`src/rtl/hyper_lsab_dram_pkg.sv`:
```
// hyper_lsab_dram_pkg: shared types and geometry for the LSAB<->DRAM command sequencer.
package hyper_lsab_dram_pkg;

  localparam int unsigned PAGE_BITS  = 12;
  localparam int unsigned PAGE_WORDS = 1 << PAGE_BITS;
  localparam int unsigned LEN_W      = 6;

  typedef enum logic [1:0] {
    IDLE   = 2'd0,
    ALIGN  = 2'd1,
    WSTART = 2'd2,
    WBUSY  = 2'd3
  } state_t;

endpackage

```
`src/rtl/hyper_lsab_dram_clip.sv`:
```
// hyper_lsab_dram_clip: clips a burst so it never crosses the end of the open DRAM page.
module hyper_lsab_dram_clip
  import hyper_lsab_dram_pkg::*;
#(
  parameter int unsigned COL_W = PAGE_BITS,
  parameter int unsigned CNT_W = LEN_W
) (
  input  logic [COL_W-1:0] col,
  input  logic [CNT_W-1:0] len,
  output logic [CNT_W-1:0] req,
  output logic             clipped
);

  localparam int unsigned RW = COL_W + 1;

  logic [RW-1:0] room;
  logic [RW-1:0] len_ext;

  // Words left in the page from col, compared against the requested length.
  always_comb begin
    room    = (RW'(1) << COL_W) - RW'(col);
    len_ext = RW'(len);
    clipped = (len_ext > room);
    req     = clipped ? room[CNT_W-1:0] : len;
  end

endmodule

```
`src/rtl/hyper_lsab_dram_ctrl.sv`:
```
// hyper_lsab_dram_ctrl: sequences one CPU block-transfer request into an MCU page-open
// handshake and a single page-clipped burst to the LSAB<->DRAM mover.
// Optional watchdog on the ALIGN/WSTART waits: define HYPER_LSAB_DRAM_TIMEOUT_EN.
module hyper_lsab_dram_ctrl #(
  parameter int unsigned PAGE_BITS   = hyper_lsab_dram_pkg::PAGE_BITS,
  parameter int unsigned LEN_W       = hyper_lsab_dram_pkg::LEN_W,
  parameter int unsigned TIMEOUT_CYC = 255
) (
  input  logic                   CLK,
  input  logic                   RST,
  input  logic                   GO,
  input  logic [LEN_W-1:0]       BLOCK_LENGTH,
  input  logic [31:0]            NEW_ADDR,
  input  logic [1:0]             NEW_SECTION,
  output logic [31:0]            OLD_ADDR,
  output logic                   READY,
  output logic                   RESTART_OP,
  output logic [LEN_W-1:0]       COUNT_SENT,
  output logic [PAGE_BITS-1:0]   BLCK_START,
  output logic [LEN_W-1:0]       BLCK_COUNT_REQ,
  output logic                   BLCK_ISSUE,
  output logic [1:0]             BLCK_SECTION,
  input  logic [LEN_W-1:0]       BLCK_COUNT_SENT,
  input  logic                   BLCK_WORKING,
  output logic [31-PAGE_BITS:0]  MCU_PAGE_ADDR,
  output logic                   MCU_REQUEST_ALIGN,
  input  logic                   MCU_GRANT_ALIGN
);

  import hyper_lsab_dram_pkg::state_t;
  import hyper_lsab_dram_pkg::IDLE;
  import hyper_lsab_dram_pkg::ALIGN;
  import hyper_lsab_dram_pkg::WSTART;
  import hyper_lsab_dram_pkg::WBUSY;

  state_t                 state_q, state_d;
  logic [31:0]            addr_q, addr_d;
  logic [LEN_W-1:0]       len_q, len_d;
  logic [1:0]             sect_q, sect_d;
  logic [31:0]            old_q, old_d;
  logic [LEN_W-1:0]       cnt_q, cnt_d;
  logic                   restart_q, restart_d;
  logic                   ready_q, ready_d;
  logic                   mreq_q, mreq_d;
  logic [31-PAGE_BITS:0]  page_q, page_d;
  logic                   issue_q, issue_d;
  logic [PAGE_BITS-1:0]   start_q, start_d;
  logic [LEN_W-1:0]       creq_q, creq_d;
  logic [1:0]             bsect_q, bsect_d;

  logic                   done;
  logic [LEN_W-1:0]       done_cnt;
  logic                   done_restart;

  logic [LEN_W-1:0]       clip_req;
  logic                   clip_cut;

`ifdef HYPER_LSAB_DRAM_TIMEOUT_EN
  localparam int unsigned WD_W = $clog2(TIMEOUT_CYC + 1);
  logic [WD_W-1:0]        wd_q, wd_d;
`endif

  hyper_lsab_dram_clip #(
    .COL_W (PAGE_BITS),
    .CNT_W (LEN_W)
  ) u_clip (
    .col     (addr_q[PAGE_BITS-1:0]),
    .len     (len_q),
    .req     (clip_req),
    .clipped (clip_cut)
  );

  // Next-state and next-output decode; completion and abort share one exit path.
  always_comb begin
    state_d      = state_q;
    addr_d       = addr_q;
    len_d        = len_q;
    sect_d       = sect_q;
    old_d        = old_q;
    cnt_d        = cnt_q;
    restart_d    = restart_q;
    ready_d      = ready_q;
    mreq_d       = mreq_q;
    page_d       = page_q;
    issue_d      = 1'b0;
    start_d      = '0;
    creq_d       = '0;
    bsect_d      = '0;
    done         = 1'b0;
    done_cnt     = '0;
    done_restart = 1'b0;

    case (state_q)
      IDLE: begin
        if (GO && ready_q) begin
          addr_d    = NEW_ADDR;
          len_d     = BLOCK_LENGTH;
          sect_d    = NEW_SECTION;
          ready_d   = 1'b0;
          restart_d = 1'b0;
          if (BLOCK_LENGTH != '0) begin
            page_d  = NEW_ADDR[31:PAGE_BITS];
            mreq_d  = 1'b1;
            state_d = ALIGN;
          end else begin
            // Zero-length request completes through WBUSY one cycle later.
            state_d = WBUSY;
          end
        end
      end
      ALIGN: begin
        if (MCU_GRANT_ALIGN) begin
          issue_d = 1'b1;
          start_d = addr_q[PAGE_BITS-1:0];
          creq_d  = clip_req;
          bsect_d = sect_q;
          state_d = WSTART;
        end
      end
      WSTART: begin
        if (BLCK_WORKING) begin
          state_d = WBUSY;
        end
      end
      WBUSY: begin
        if (len_q == '0) begin
          done = 1'b1;
        end else if (!BLCK_WORKING) begin
          done         = 1'b1;
          done_cnt     = BLCK_COUNT_SENT;
          done_restart = clip_cut;
        end
      end
      default: state_d = IDLE;
    endcase

`ifdef HYPER_LSAB_DRAM_TIMEOUT_EN
    wd_d = '0;
    if (state_q == ALIGN || state_q == WSTART) begin
      wd_d = wd_q + WD_W'(1);
      if (wd_d == WD_W'(TIMEOUT_CYC)) begin
        done         = 1'b1;
        done_cnt     = '0;
        done_restart = 1'b1;
      end
    end
`endif

    if (done) begin
      cnt_d     = done_cnt;
      old_d     = addr_q + 32'(done_cnt);
      restart_d = done_restart;
      mreq_d    = 1'b0;
      ready_d   = 1'b1;
      issue_d   = 1'b0;
      start_d   = '0;
      creq_d    = '0;
      bsect_d   = '0;
      state_d   = IDLE;
    end
  end

  // State and output registers with synchronous reset.
  always_ff @(posedge CLK) begin
    if (RST) begin
      state_q   <= IDLE;
      addr_q    <= '0;
      len_q     <= '0;
      sect_q    <= '0;
      old_q     <= '0;
      cnt_q     <= '0;
      restart_q <= 1'b0;
      ready_q   <= 1'b1;
      mreq_q    <= 1'b0;
      page_q    <= '0;
      issue_q   <= 1'b0;
      start_q   <= '0;
      creq_q    <= '0;
      bsect_q   <= '0;
    end else begin
      state_q   <= state_d;
      addr_q    <= addr_d;
      len_q     <= len_d;
      sect_q    <= sect_d;
      old_q     <= old_d;
      cnt_q     <= cnt_d;
      restart_q <= restart_d;
      ready_q   <= ready_d;
      mreq_q    <= mreq_d;
      page_q    <= page_d;
      issue_q   <= issue_d;
      start_q   <= start_d;
      creq_q    <= creq_d;
      bsect_q   <= bsect_d;
    end
  end

`ifdef HYPER_LSAB_DRAM_TIMEOUT_EN
  // Watchdog counter for the MCU grant and mover start waits.
  always_ff @(posedge CLK) begin
    if (RST) begin
      wd_q <= '0;
    end else begin
      wd_q <= wd_d;
    end
  end
`endif

  assign OLD_ADDR          = old_q;
  assign READY             = ready_q;
  assign RESTART_OP        = restart_q;
  assign COUNT_SENT        = cnt_q;
  assign BLCK_START        = start_q;
  assign BLCK_COUNT_REQ    = creq_q;
  assign BLCK_ISSUE        = issue_q;
  assign BLCK_SECTION      = bsect_q;
  assign MCU_PAGE_ADDR     = page_q;
  assign MCU_REQUEST_ALIGN = mreq_q;

endmodule

```
`config.mk`:
```
export PLATFORM = sky130hd
export DESIGN_NAME = hyper_lsab_dram_ctrl
export DESIGN_NICKNAME = d
export VERILOG_FILES = /design/src/rtl/hyper_lsab_dram_pkg.sv /design/src/rtl/hyper_lsab_dram_clip.sv /design/src/rtl/hyper_lsab_dram_ctrl.sv
export SDC_FILE = /design/constraint.sdc
export NUM_CORES = 1
export LEC_CHECK = 0
export ABC_AREA = 1
export CORE_MARGIN = 2
export CORE_UTILIZATION = 39
export DETAILED_ROUTE_END_ITERATION = 10
export HOLD_SLACK_MARGIN = 0.15
export PLACE_DENSITY_LB_ADDON = 0.1
export RECOVER_POWER = 50
export SETUP_SLACK_MARGIN = 0.4
export SLEW_MARGIN = 20
export SYNTH_ARGS = -nofsm -noshare
export SYNTH_HDL_FRONTEND = slang
export SYNTH_SLANG_ARGS = --single-unit
```
`constraint.sdc`:
```
create_clock -name CLK -period 2.5 [get_ports CLK]
set_input_delay 0.375 -clock CLK [delete_from_list [all_inputs] [get_ports CLK]]
set_output_delay 0.375 -clock CLK [all_outputs]
set_load 0.01 [all_outputs]
```
==> impl_metrics.py <==
metrics = {
    "floorplanning": {
        "rows": 44,
        "die_y_um": 126.0,
        "die-area_mm2": 0.01588,
        "floorplan.initialDensity_pct": 39.95,
        "core_area_mm2": 0.01453,
        "ios": 133,
        "die_width_um": 126.0,
    },
    "synthesis": {
        "synth_seq_cells": 124,
        "synth_area_mm2": 0.005807,
        "synth_cell_types": 40,
        "syn_inst": 819,
        "synth_top_family_by_area": "simple AND/OR/NAND/NOR gates",
        "synth_flop_cell": "dfxtp_1",
        "syn_nets": 888,
        "ys_warn_count": 0,
        "synthAdderAreaFrac_pct": 4.008,
        "yosys.area_share.xor_xnor_pct": 1.810,
        "synth.area.mux_share_pct": 0,
        "avgSynthCellArea_um2": 7.090,
        "ys_seq_area_share_pct": 42.75,
        "synth_edf_count": 0,
        "synthSimpleGateAreaFrac_pct": 29.43,
        "async_flop_share_pct": 0,
        "synth_compound_area_share_pct": 13.55,
    },
    "critical_path": {
        "critPathTopFamily": "simple AND/OR/NAND/NOR gates",
        "critPathBufInv": 4,
        "r2r_cells": 16,
        "path_depth": 16,
        "required_ns": 2.82,
        "path_cells": "inv_4, ha_4, inv_4, nor3_4, xor2_2, inv_2, ha_4, nand3_1, and2_4, nand2_2, nand2_2, nor2_4, buf_6, nand4_1, nand2_1, nor2_1",
        "cpMaxStageDelayCell": "dfxtp_4",
        "startpoint_type": "flop",
        "critPathCaptureType": "flop",
        "crit_fanout": 4,
        "crit_arrival_ns": 2.72,
        "crit_type": "flop to flop",
        "critPathMaxStageDelay_ns": 0.36,
    },
    "route": {
        "drtIter0Drc": 374,
        "drc": 0,
        "dr.pass1.iters": 5,
        "viasPerCell": 4.962,
        "wl_per_cell_um": 15.29,
        "routed_wl_um": 18620,
        "ant_nets": 0,
        "vias": 6044,
    },
    "sta": {
        "final-max-slew-violation-count": 0,
        "slew_headroom_pct": 47.51,
        "hold_slack_ns": 0.4335,
        "period_share_pct": 95.74,
        "rsz0062_at_grt": "yes",
        "fmax_ghz": 0.4178,
        "period_needed_ns": 2.393,
        "setup-violations-final": 0,
        "hold_violations": 0,
        "worstMarginPinSlew_ns": 0.7874,
        "clock-skew-final_ns": 0.007058,
    },
    "place": {
        "gp_congestion": 0.9987,
        "place_hpwl_um": 13280,
        "io_buffers": 132,
    },
    "global_routing": {
        "grt_max_degree": 43,
        "grt_pass1_vias": 5704,
        "grt_first_pass_wirelength_um": 29170,
        "gr-usage-all-layers_pct": 23.27,
        "grt_antenna_before_repair": 0,
        "overflow": 0,
    },
    "layout": {
        "multi_input_area_mm2": 0.003248,
        "final_util_pct": 61.34,
        "layout_commonest_cell": "nand2_1",
        "seqCellArea_mm2": 0.002501,
        "final_layout_size_suffix_gt1_share_pct": 21.95,
        "area_growth_pct": 53.52,
        "fill_cells": 1368,
        "antennaDiodeCount": 0,
        "nets": 1090,
        "mostFrequentLayoutCells": "142 x nand2_1, 115 x dfxtp_1, 99 x nor2_1, 80 x inv_1, 76 x clkdlybuf4s50_1",
    },
    "clocking": {
        "cts_htree_levels": 4,
        "clock-sinks": 124,
        "cts_made_buffers": 17,
        "clockBufferDepth": 2,
        "cts_tree": "built",
        "clock_latency_ns": 0.43,
        "root_buffer": "clkbuf_16",
        "clkTransAtPathRegs_ns": 0.06,
        "hold_buffers": 0,
    },
    "status": {
        "outcome": "complete, no violations",
    },
    "pwr": {
        "p_per_area_mw_per_mm2": 965.5,
        "p_leak_nw": 3.918,
        "peakVddDrop_mv": 0.5639,
    },
    "job": {
        "maxCapViolations": 0,
    },
    "hold_path": {
        "hold_path_class": "flop to flop",
        "holdPathStages": 2,
    },
}
-- worst min-delay path, stage by stage (launching register included) --
cell     delay, ns
dfxtp_1       0.29
inv_1         0.06
nor2_1        0.04
-- cells in the mapped netlist (8+ instances only) --
| master | n | share of area, % |
|---|---|---|
| nand3_1 | 53 | 4.6 |
| ha_1 | 17 | 3.7 |
| o21ai_0 | 80 | 6.9 |
| a21oi_1 | 61 | 5.3 |
| xor2_1 | 8 | 1.2 |
| nor2_1 | 106 | 6.9 |
| nor2_2 | 13 | 1.4 |
| clkbuf_1 | 19 | 1.2 |
| inv_1 | 90 | 5.8 |
| nand4_1 | 17 | 1.8 |
| nand2_1 | 167 | 11 |
| nor3_1 | 10 | 0.86 |
| dfxtp_1 | 124 | 43 |
-- layout make-up --
class	count	area share (%)
Clock buffer	21	5.277
Tap cell	184	2.582
Timing Repair Buffer	210	21.70
Sequential cell	124	28.06
Clock inverter	11	1.586
Multi-Input combinational cell	569	36.44
Inverter	99	4.365
-- layer usage --
layer  vias to the layer above  routed length, um  track usage, %  share of wire, %
met1                      2790               8008           28.74                43
met2                       150               9225           39.47                50
met5                         -                  0               0                 0
met3                        37                950           5.480               5.1
li1                       3067                  -               -                 -
met4                         0                437           8.791               2.3
-- cell families after synthesis --
logic type,after synthesis
flip-flops,124
XOR/XNOR,12
adder cells (fa/ha/maj),18
AO/OA/AOI/OAI,152
AND/OR/NAND/NOR,387
buffers and inverters,126
-- registers in the layout, summed over array words and instances, names as in the netlist, 6 cells and up --
register	cells
MCU_PAGE_ADDR	20
BLCK_COUNT_REQ	6
OLD_ADDR	32
BLCK_START	12
COUNT_SENT	6
len_q	6
addr_q	32
-- power breakdown --
| part | switching, mW | total [mW] | internal (mW) |
|---|---|---|---|
| Combinational | 1.86 | 3.26 | 1.40 |
| Clock | 0.913 | 2.55 | 1.64 |
| Sequential | 0.407 | 2.80 | 2.39 |
| Total | 3.18 | 8.61 | 5.43 |
-- timing repair --
item | in CTS | in global routing
endpoints found under the setup margin | 34 | 41
gates resized for setup | 45 | 55
setup buffers | 22 | 12
pin swaps | 22 | 34
-- final timing paths --
| kind | start | end | slack [ns] |
|---|---|---|---|
| worst max-delay path | addr_q[1] | BLCK_COUNT_REQ[1] | 0.11 |
| worst min-delay path | sect_q[1] | BLCK_SECTION[1] | 0.43 |
| worst max register to register | addr_q[1] | BLCK_COUNT_REQ[1] | 0.11 |
| worst min register to register | sect_q[1] | BLCK_SECTION[1] | 0.43 |
-- per-stage QoR --
step	cells	TNS [ns]	power [mW]	worst slack [ns]	instance area, um^2
floorplan	819	0	4.506	0.3079	5924
global placement	1152	-3.361	5.661	-0.2382	7704
detailed placement	1152	-4.408	5.672	-0.2815	7704
CTS	1206	0	8.428	0.1670	8646
global route	1218	-0.4150	9.165	-0.07074	8915
finish	1218	0	8.608	0.1066	8915
(Power assumes the default switching activity.)
